`src/rtl/mig_netlist_eval_if.sv`:
```
// mig_netlist_eval_if
//   Descriptor stream and result handshake bundle for mig_netlist_eval.
//   Optional macro MIG_EVAL_ONESCNT_EN adds out_ones (popcount of out_tt).
// Signals
//   in_valid  / in_ready   descriptor beat handshake
//   in_last               beat carries the output selector and ends the netlist
//   in_gate               {c2,s2,c1,s1,c0,s0}
//   out_valid / out_ready  result handshake
//   out_tt, out_err        result truth table and malformed-netlist flag
//   out_ones              popcount of out_tt (MIG_EVAL_ONESCNT_EN only)
// Modports: master = netlist source / result sink, slave = evaluator.
interface mig_netlist_eval_if #(
  parameter int SEL_W = 4
);
  logic                     in_valid;
  logic                     in_ready;
  logic                     in_last;
  logic [3*(SEL_W+1)-1:0]   in_gate;
  logic                     out_valid;
  logic                     out_ready;
  logic [15:0]              out_tt;
  logic                     out_err;
`ifdef MIG_EVAL_ONESCNT_EN
  logic [4:0]               out_ones;

  modport master (
    output in_valid, in_last, in_gate, out_ready,
    input  in_ready, out_valid, out_tt, out_err, out_ones
  );
  modport slave (
    input  in_valid, in_last, in_gate, out_ready,
    output in_ready, out_valid, out_tt, out_err, out_ones
  );
`else
  modport master (
    output in_valid, in_last, in_gate, out_ready,
    input  in_ready, out_valid, out_tt, out_err
  );
  modport slave (
    input  in_valid, in_last, in_gate, out_ready,
    output in_ready, out_valid, out_tt, out_err
  );
`endif
endinterface

```
`src/rtl/mig_netlist_eval.sv`:
```
// mig_netlist_eval
//   Sequential evaluator for 4-input majority-inverter-graph netlists.
//   Gate descriptors are streamed in, then evaluated one gate per cycle on
//   16-bit bit-parallel truth tables; the selected (optionally complemented)
//   signal is returned as the output truth table.
//   Optional macro MIG_EVAL_ONESCNT_EN adds bus.out_ones = popcount(out_tt).
// Ports
//   clk   rising-edge clock
//   rst   synchronous active-high reset
//   bus   mig_netlist_eval_if.slave (descriptor stream in, result out)
// States
//   LOAD | accepting descriptors, in_ready=1
//   EVAL | gate k evaluated in cycle k; last cycle also forms the output
//   OUT  | result held until out_ready
module mig_netlist_eval #(
  parameter int MAX_GATES = 8,
  parameter int SEL_W     = 4
) (
  input  logic              clk,
  input  logic              rst,
  mig_netlist_eval_if.slave bus
);

  localparam int GW    = SEL_W + 1;
  localparam int DW    = 3 * GW;
  localparam int CNT_W = $clog2(MAX_GATES + 1);
  localparam int IDX_W = (MAX_GATES > 1) ? $clog2(MAX_GATES) : 1;
  localparam int NSIG  = 2 ** SEL_W;

  typedef enum logic [1:0] {LOAD, EVAL, OUT} state_t;

  state_t             state;
  logic [CNT_W-1:0]   n_gates;
  logic [CNT_W-1:0]   k;
  logic               err;
  logic [SEL_W-1:0]   out_sel;
  logic               out_cpl;
  logic               in_ready_q;
  logic               out_valid_q;
  logic [15:0]        out_tt_q;
  logic               out_err_q;

  logic [DW-1:0]      desc    [MAX_GATES];
  logic [15:0]        gate_tt [MAX_GATES];
  logic [15:0]        sig_tab [NSIG];

  // signal space: constants, primary inputs, then already evaluated gates
  always_comb begin
    for (int i = 0; i < NSIG; i++) sig_tab[i] = 16'h0000;
    sig_tab[1] = 16'hAAAA;
    sig_tab[2] = 16'hCCCC;
    sig_tab[3] = 16'hF0F0;
    sig_tab[4] = 16'hFF00;
    for (int g = 0; g < MAX_GATES; g++) begin
      if (5 + g < NSIG) sig_tab[5+g] = gate_tt[g];
    end
  end

  logic [DW-1:0]    cur;
  logic [SEL_W-1:0] s0, s1, s2;
  logic             c0, c1, c2;
  logic [15:0]      fa, fb, fc, gate_val;
  logic             gate_fwd;
  logic             has_gates;
  logic             last_step;
  logic             out_bad;
  logic             err_final;
  logic [15:0]      out_src;
  logic [15:0]      tt_final;

  assign cur = desc[k[IDX_W-1:0]];
  assign s0  = cur[SEL_W-1:0];
  assign c0  = cur[SEL_W];
  assign s1  = cur[GW+SEL_W-1:GW];
  assign c1  = cur[GW+SEL_W];
  assign s2  = cur[2*GW+SEL_W-1:2*GW];
  assign c2  = cur[2*GW+SEL_W];

  assign fa       = sig_tab[s0] ^ {16{c0}};
  assign fb       = sig_tab[s1] ^ {16{c1}};
  assign fc       = sig_tab[s2] ^ {16{c2}};
  assign gate_val = (fa & fb) | (fa & fc) | (fb & fc);

  // gate k may only use signals 0..4+k
  assign gate_fwd  = (int'(s0) >= 5 + int'(k)) || (int'(s1) >= 5 + int'(k)) ||
                     (int'(s2) >= 5 + int'(k));
  assign has_gates = (n_gates != '0);
  assign last_step = !has_gates || (k == n_gates - CNT_W'(1));
  assign out_bad   = int'(out_sel) >= 5 + int'(n_gates);

  // the final gate is still being computed in the last EVAL cycle, so bypass it
  assign out_src   = (has_gates && int'(out_sel) == 4 + int'(n_gates)) ?
                     gate_val : sig_tab[out_sel];
  assign err_final = err | (has_gates & gate_fwd) | out_bad;
  assign tt_final  = err_final ? 16'h0000 : (out_src ^ {16{out_cpl}});

  always_ff @(posedge clk) begin
    if (rst) begin
      state       <= LOAD;
      n_gates     <= '0;
      k           <= '0;
      err         <= 1'b0;
      out_sel     <= '0;
      out_cpl     <= 1'b0;
      in_ready_q  <= 1'b1;
      out_valid_q <= 1'b0;
      out_tt_q    <= 16'h0000;
      out_err_q   <= 1'b0;
`ifdef MIG_EVAL_ONESCNT_EN
      bus.out_ones <= 5'd0;
`endif
    end else begin
      case (state)
        LOAD: begin
          if (bus.in_valid) begin
            if (bus.in_last) begin
              out_sel    <= bus.in_gate[SEL_W-1:0];
              out_cpl    <= bus.in_gate[SEL_W];
              k          <= '0;
              in_ready_q <= 1'b0;
              state      <= EVAL;
            end else if (n_gates == CNT_W'(MAX_GATES)) begin
              err <= 1'b1;
            end else begin
              n_gates <= n_gates + CNT_W'(1);
            end
          end
        end
        EVAL: begin
          if (has_gates && gate_fwd) err <= 1'b1;
          if (last_step) begin
            out_tt_q    <= tt_final;
            out_err_q   <= err_final;
`ifdef MIG_EVAL_ONESCNT_EN
            bus.out_ones <= 5'($countones(tt_final));
`endif
            out_valid_q <= 1'b1;
            state       <= OUT;
          end else begin
            k <= k + CNT_W'(1);
          end
        end
        OUT: begin
          if (bus.out_ready) begin
            n_gates     <= '0;
            err         <= 1'b0;
            out_valid_q <= 1'b0;
            in_ready_q  <= 1'b1;
            state       <= LOAD;
          end
        end
        default: begin
          state       <= LOAD;
          in_ready_q  <= 1'b1;
          out_valid_q <= 1'b0;
        end
      endcase
    end
  end

  // descriptor and gate storage carry no reset: N and k gate every read
  always_ff @(posedge clk) begin
    if (state == LOAD && bus.in_valid && !bus.in_last &&
        n_gates != CNT_W'(MAX_GATES))
      desc[n_gates[IDX_W-1:0]] <= bus.in_gate;
    if (state == EVAL && has_gates)
      gate_tt[k[IDX_W-1:0]] <= gate_val;
  end

  assign bus.in_ready  = in_ready_q;
  assign bus.out_valid = out_valid_q;
  assign bus.out_tt    = out_tt_q;
  assign bus.out_err   = out_err_q;

endmodule

```
`src/flat_wrapper.sv`:
```
// flat-port wrapper written by rule: the top's interface ports become plain ports
module mig_netlist_eval_flat 
#(
  parameter int MAX_GATES = 8,
  parameter int SEL_W     = 4
)
  (clk, rst, bus_in_valid, bus_in_last, bus_in_gate, bus_out_ready, bus_in_ready, bus_out_valid, bus_out_tt, bus_out_err);
  mig_netlist_eval_if #(.SEL_W(SEL_W)) bus_i ();
  input  logic clk;
  input  logic rst;
  input wire logic [$bits(bus_i.in_valid)-1:0] bus_in_valid;
  input wire logic [$bits(bus_i.in_last)-1:0] bus_in_last;
  input wire logic [$bits(bus_i.in_gate)-1:0] bus_in_gate;
  input wire logic [$bits(bus_i.out_ready)-1:0] bus_out_ready;
  output wire logic [$bits(bus_i.in_ready)-1:0] bus_in_ready;
  output wire logic [$bits(bus_i.out_valid)-1:0] bus_out_valid;
  output wire logic [$bits(bus_i.out_tt)-1:0] bus_out_tt;
  output wire logic [$bits(bus_i.out_err)-1:0] bus_out_err;
  assign bus_i.in_valid = bus_in_valid;
  assign bus_i.in_last = bus_in_last;
  assign bus_i.in_gate = bus_in_gate;
  assign bus_i.out_ready = bus_out_ready;
  assign bus_in_ready = bus_i.in_ready;
  assign bus_out_valid = bus_i.out_valid;
  assign bus_out_tt = bus_i.out_tt;
  assign bus_out_err = bus_i.out_err;
  mig_netlist_eval #(.MAX_GATES(MAX_GATES), .SEL_W(SEL_W)) u_core (.clk(clk), .rst(rst), .bus(bus_i));
endmodule
```
`config.mk`:
```
export PLATFORM = sky130hd
export DESIGN_NAME = mig_netlist_eval_flat
export DESIGN_NICKNAME = d
export VERILOG_FILES = /design/src/rtl/mig_netlist_eval_if.sv /design/src/rtl/mig_netlist_eval.sv /design/src/flat_wrapper.sv
export SDC_FILE = /design/constraint.sdc
export NUM_CORES = 1
export LEC_CHECK = 0
export CAP_MARGIN = 20
export CORE_ASPECT_RATIO = 0.7
export CORE_UTILIZATION = 43
export CTS_BUF_LIST = sky130_fd_sc_hd__clkbuf_2
export DETAILED_ROUTE_END_ITERATION = 10
export PLACE_DENSITY = 0.66
export SLEW_MARGIN = 10
export SYNTH_ARGS = -nofsm -noshare
export SYNTH_HDL_FRONTEND = slang
export SYNTH_SLANG_ARGS = --single-unit
export TNS_END_PERCENT = 10
```
`constraint.sdc`:
```
create_clock -name clk -period 4.7 [get_ports clk]
set_clock_uncertainty 0.05 [all_clocks]
set_input_delay 0.705 -clock clk [delete_from_list [all_inputs] [get_ports clk]]
set_output_delay 0.705 -clock clk [all_outputs]
set_load 0.005 [all_outputs]
```
==> metrics <==
post-synthesis sequential area ratio 47.9%; Final Setup Violations 0; min Tclk post-route 4.53 ns; port bufs 38; area taken by flip-flops and latches 8210 sq um; Final Hold Fails 0; later-pin clock latency in the skew report 1.06 ns; worst hold path startpoint bus_in_gate[5]; gr usage total 32.0%; CTS Hold Bufs 0; final instance area 19100 sq um; detailed-router iteration count before antenna repair 9; Avg Cell Area, Syn 11.3 sq um; Worst R2R Path Depth 12; FILL cells 3495; CTS buffer count 73; H-tree lvl count 3; routability cong. 1.04; P_sw 1930 uW; YS warnings 0; Mapped Area 17100 sq um; Startpoint Class register; CTS tree done; final worst-path cycle share 96.4%; CP required 5.40 ns; WS Path Type reg -> reg; Flop pwr share 48.7%; placed cell area 18400 sq um; total core area 38800 sq um; WHS Path Cells 1; asr flop ratio synth 0%; Syn Nets 1571; I/O pin cnt 39; die area 40700 sq um; drt wl/cell 29.3 um; WP buf/inv 3; Setup crit end kind register; Final TNS setup 0 ns; fmax 0.221 GHz; # rows 60; number of max-cap violations 0; Multi-input gate area 8390 sq um; synth unique cells 81; Layout Nets 1666; initial drt markers 2408; R2R Setup Slk 0.17 ns; most frequent cells in the layout edfxtp_1 (248), nand2_1 (164), mux2i_1 (101); Clock Sinks 286; antenna viol nets, final 0; min-delay worst type in -> reg; Main synth FF type edfxtp_1; worst vdd ir 0.000191 V; internal power 4000 uW; Worst Hold Path EP u_core.desc[0][5]$_DFFE_PP_; share of layout cells above drive strength 1 19.9%; critical path peak fanout 13; WP data arrival 5.23 ns; Starting Density 44.2%; outcome completed; most common cell after layout, fill and taps aside edfxtp_1; CP Cell Sequence buf_4, mux4_2, mux2i_2, inv_2, buf_4, nor2_2, a221oi_1, o21ai_0, nand4_1, a21oi_1, nor2_1, a31oi_1; Die Ht 169 um; via count of the first global-routing pass 14000; RSZ-0062 raised after global routing no; Clock transition at path regs 0.11 ns; Clock Root Buffer clkbuf_2; Die W 241 um; DRC violations left 0; pwr/cell area 310 nW/um^2; combinational fraction of design power 19.4%; CP dominant cell by count buf_4; largest net degree at the start of global routing 35; Switching Fraction 32.6%; Clock Power Share 31.9%; CP peak stage delay 0.58 ns; Final Slew Violations 0; Area Growth Syn to Fin 11.7%; critical path's slowest cell dfxtp_2; EDFF count, synth 248; dpl hpwl 42600 um; r2r endpoint u_core.gate_tt[0][11]$_DFFE_PP_; initial antenna violation count 3; Mapped Cells 1513; LEAKAGE 0.00659 uW; gr ovfl total 0; Slew headroom 32.5%; crit-path leading delay family compound AO/OA/AOI/OAI gates; flops & latches, synth 286; total power 5930 uW; Vias/cell 6.62; Tightest Pin Transition 1.01 ns; final wirelength 64100 um; via count 14500; global-route wire length before repair 93600 um; deepest clock path buffer count 3
[cells by family (layout without fill, tap and decap cells)]
kind of cell             after synthesis  after routing  share of synthesized area (%)
flip-flops                           286            286                           47.9
adder cells (fa/ha/maj)               49             49                           3.47
other                                  0              2                              0
multiplexers                         188            188                           15.4
AO/OA/AOI/OAI                        387            387                           15.4
AND/OR/NAND/NOR                      404            404                           10.8
XOR/XNOR                              62             62                           3.17
buffers and inverters                137            286                           3.80
[layout make-up]
class | instances | share of cell area (%)
Tap cell | 527 | 3.44
Inverter | 35 | 0.699
Clock buffer | 98 | 2.56
Multi-Input combinational cell | 1090 | 43.8
Clock inverter | 31 | 1.20
Timing Repair Buffer | 122 | 5.35
Antenna cell | 2 | 0.0261
Sequential cell | 286 | 42.9
[registers in the layout (all words and copies together) (netlist names), 2 cells and up, named ones only]
register           cells
u_core.bus.out_tt     16
u_core.state           2
u_core.out_sel         4
u_core.gate_tt       128
u_core.desc          120
u_core.n_gates         4
u_core.k               4
[synthesized netlist by cell type, drive strengths merged, types with 7 or more instances]
library cell  number  area, sq um
edfxtp           248         7450
nand2            164          616
mux2i            115         1250
nor2              82          310
o21ai             81          405
a21oi             73          369
buf               64          374
mux4              51         1150
nand3             48          240
xnor2             48          420
clkbuf            38          143
dfxtp             38          761
ha                38          475
nor3              37          216
inv               34          130
a221oi            31          272
a31oi             26          163
o22ai             24          150
mux2              22          248
o221ai            18          158
a22oi             15          118
nand2b            15         93.8
a211oi            14          105
a21o              14          105
xor2              14          123
nor2b             13         81.3
maj3              11          119
nand4             11         68.8
o211ai            11         82.6
a32oi             10         87.6
and2               8         50.1
o2bb2ai            8         70.1
nor4               7         50.1
o21a               7         52.6
o31ai              7         62.6
[worst register-to-register path: stages (launching register included)]
cell and delay [ns]:
dfxtp_2 0.58, buf_4 0.26, mux4_2 0.52, mux2i_2 0.24
inv_2 0.21, buf_4 0.27, nor2_2 0.48, a221oi_1 0.19
o21ai_0 0.34, nand4_1 0.21, a21oi_1 0.26, nor2_1 0.07
a31oi_1 0.54
[per-layer routing]
| metal | track usage [%] | vias up | share of wire [%] |
|---|---|---|---|
| met5 | 1.82 | - | 0.19 |
| met3 | 15.2 | 217 | 16 |
| li1 | - | 6105 | - |
| met1 | 45.1 | 7089 | 41 |
| met4 | 13.3 | 6 | 3.9 |
| met2 | 41.2 | 1098 | 39 |
[timing repair]
action | CTS | global route
gates resized for setup | 0 | 2
buffers inserted | 0 | 0
endpoints found under the setup margin | 0 | 6
[power groups by stage]
stage	logic [uW]	registers (uW)	clock network, uW
after floorplan	682	2930	0
after global placement	1080	2940	0
after detailed placement	1080	2940	0
after CTS	1090	2890	1930
after global routing	1200	2890	2040
final	1150	2890	1890
[worst max-delay path by stage]
stage                                               to  slack (ns)  cells past startpoint
global route           u_core.gate_tt[0][11]$_DFFE_PP_        0.03                     12
global placement     u_core.bus.out_tt[9]$_SDFFE_PP0P_        0.40                     14
floorplan           u_core.bus.out_tt[14]$_SDFFE_PP0P_        0.51                     17
finish                 u_core.gate_tt[0][11]$_DFFE_PP_        0.17                     12
detailed placement   u_core.bus.out_tt[6]$_SDFFE_PP0P_        0.27                     12
CTS                  u_core.bus.out_tt[6]$_SDFFE_PP0P_        0.16                     12
[per-stage QoR]
step,utilization [%],hold WS [ns],cells,setup WS [ns]
after global placement,47.4,0.390,2059,0.397
after global routing,49.3,0.306,2191,0.0321
after CTS,49.3,0.251,2188,0.164
after detailed placement,47.4,0.394,2059,0.267
after floorplan,-,0.392,1513,0.513
final,49.3,0.343,2191,0.167
(Power assumes the default switching activity.)
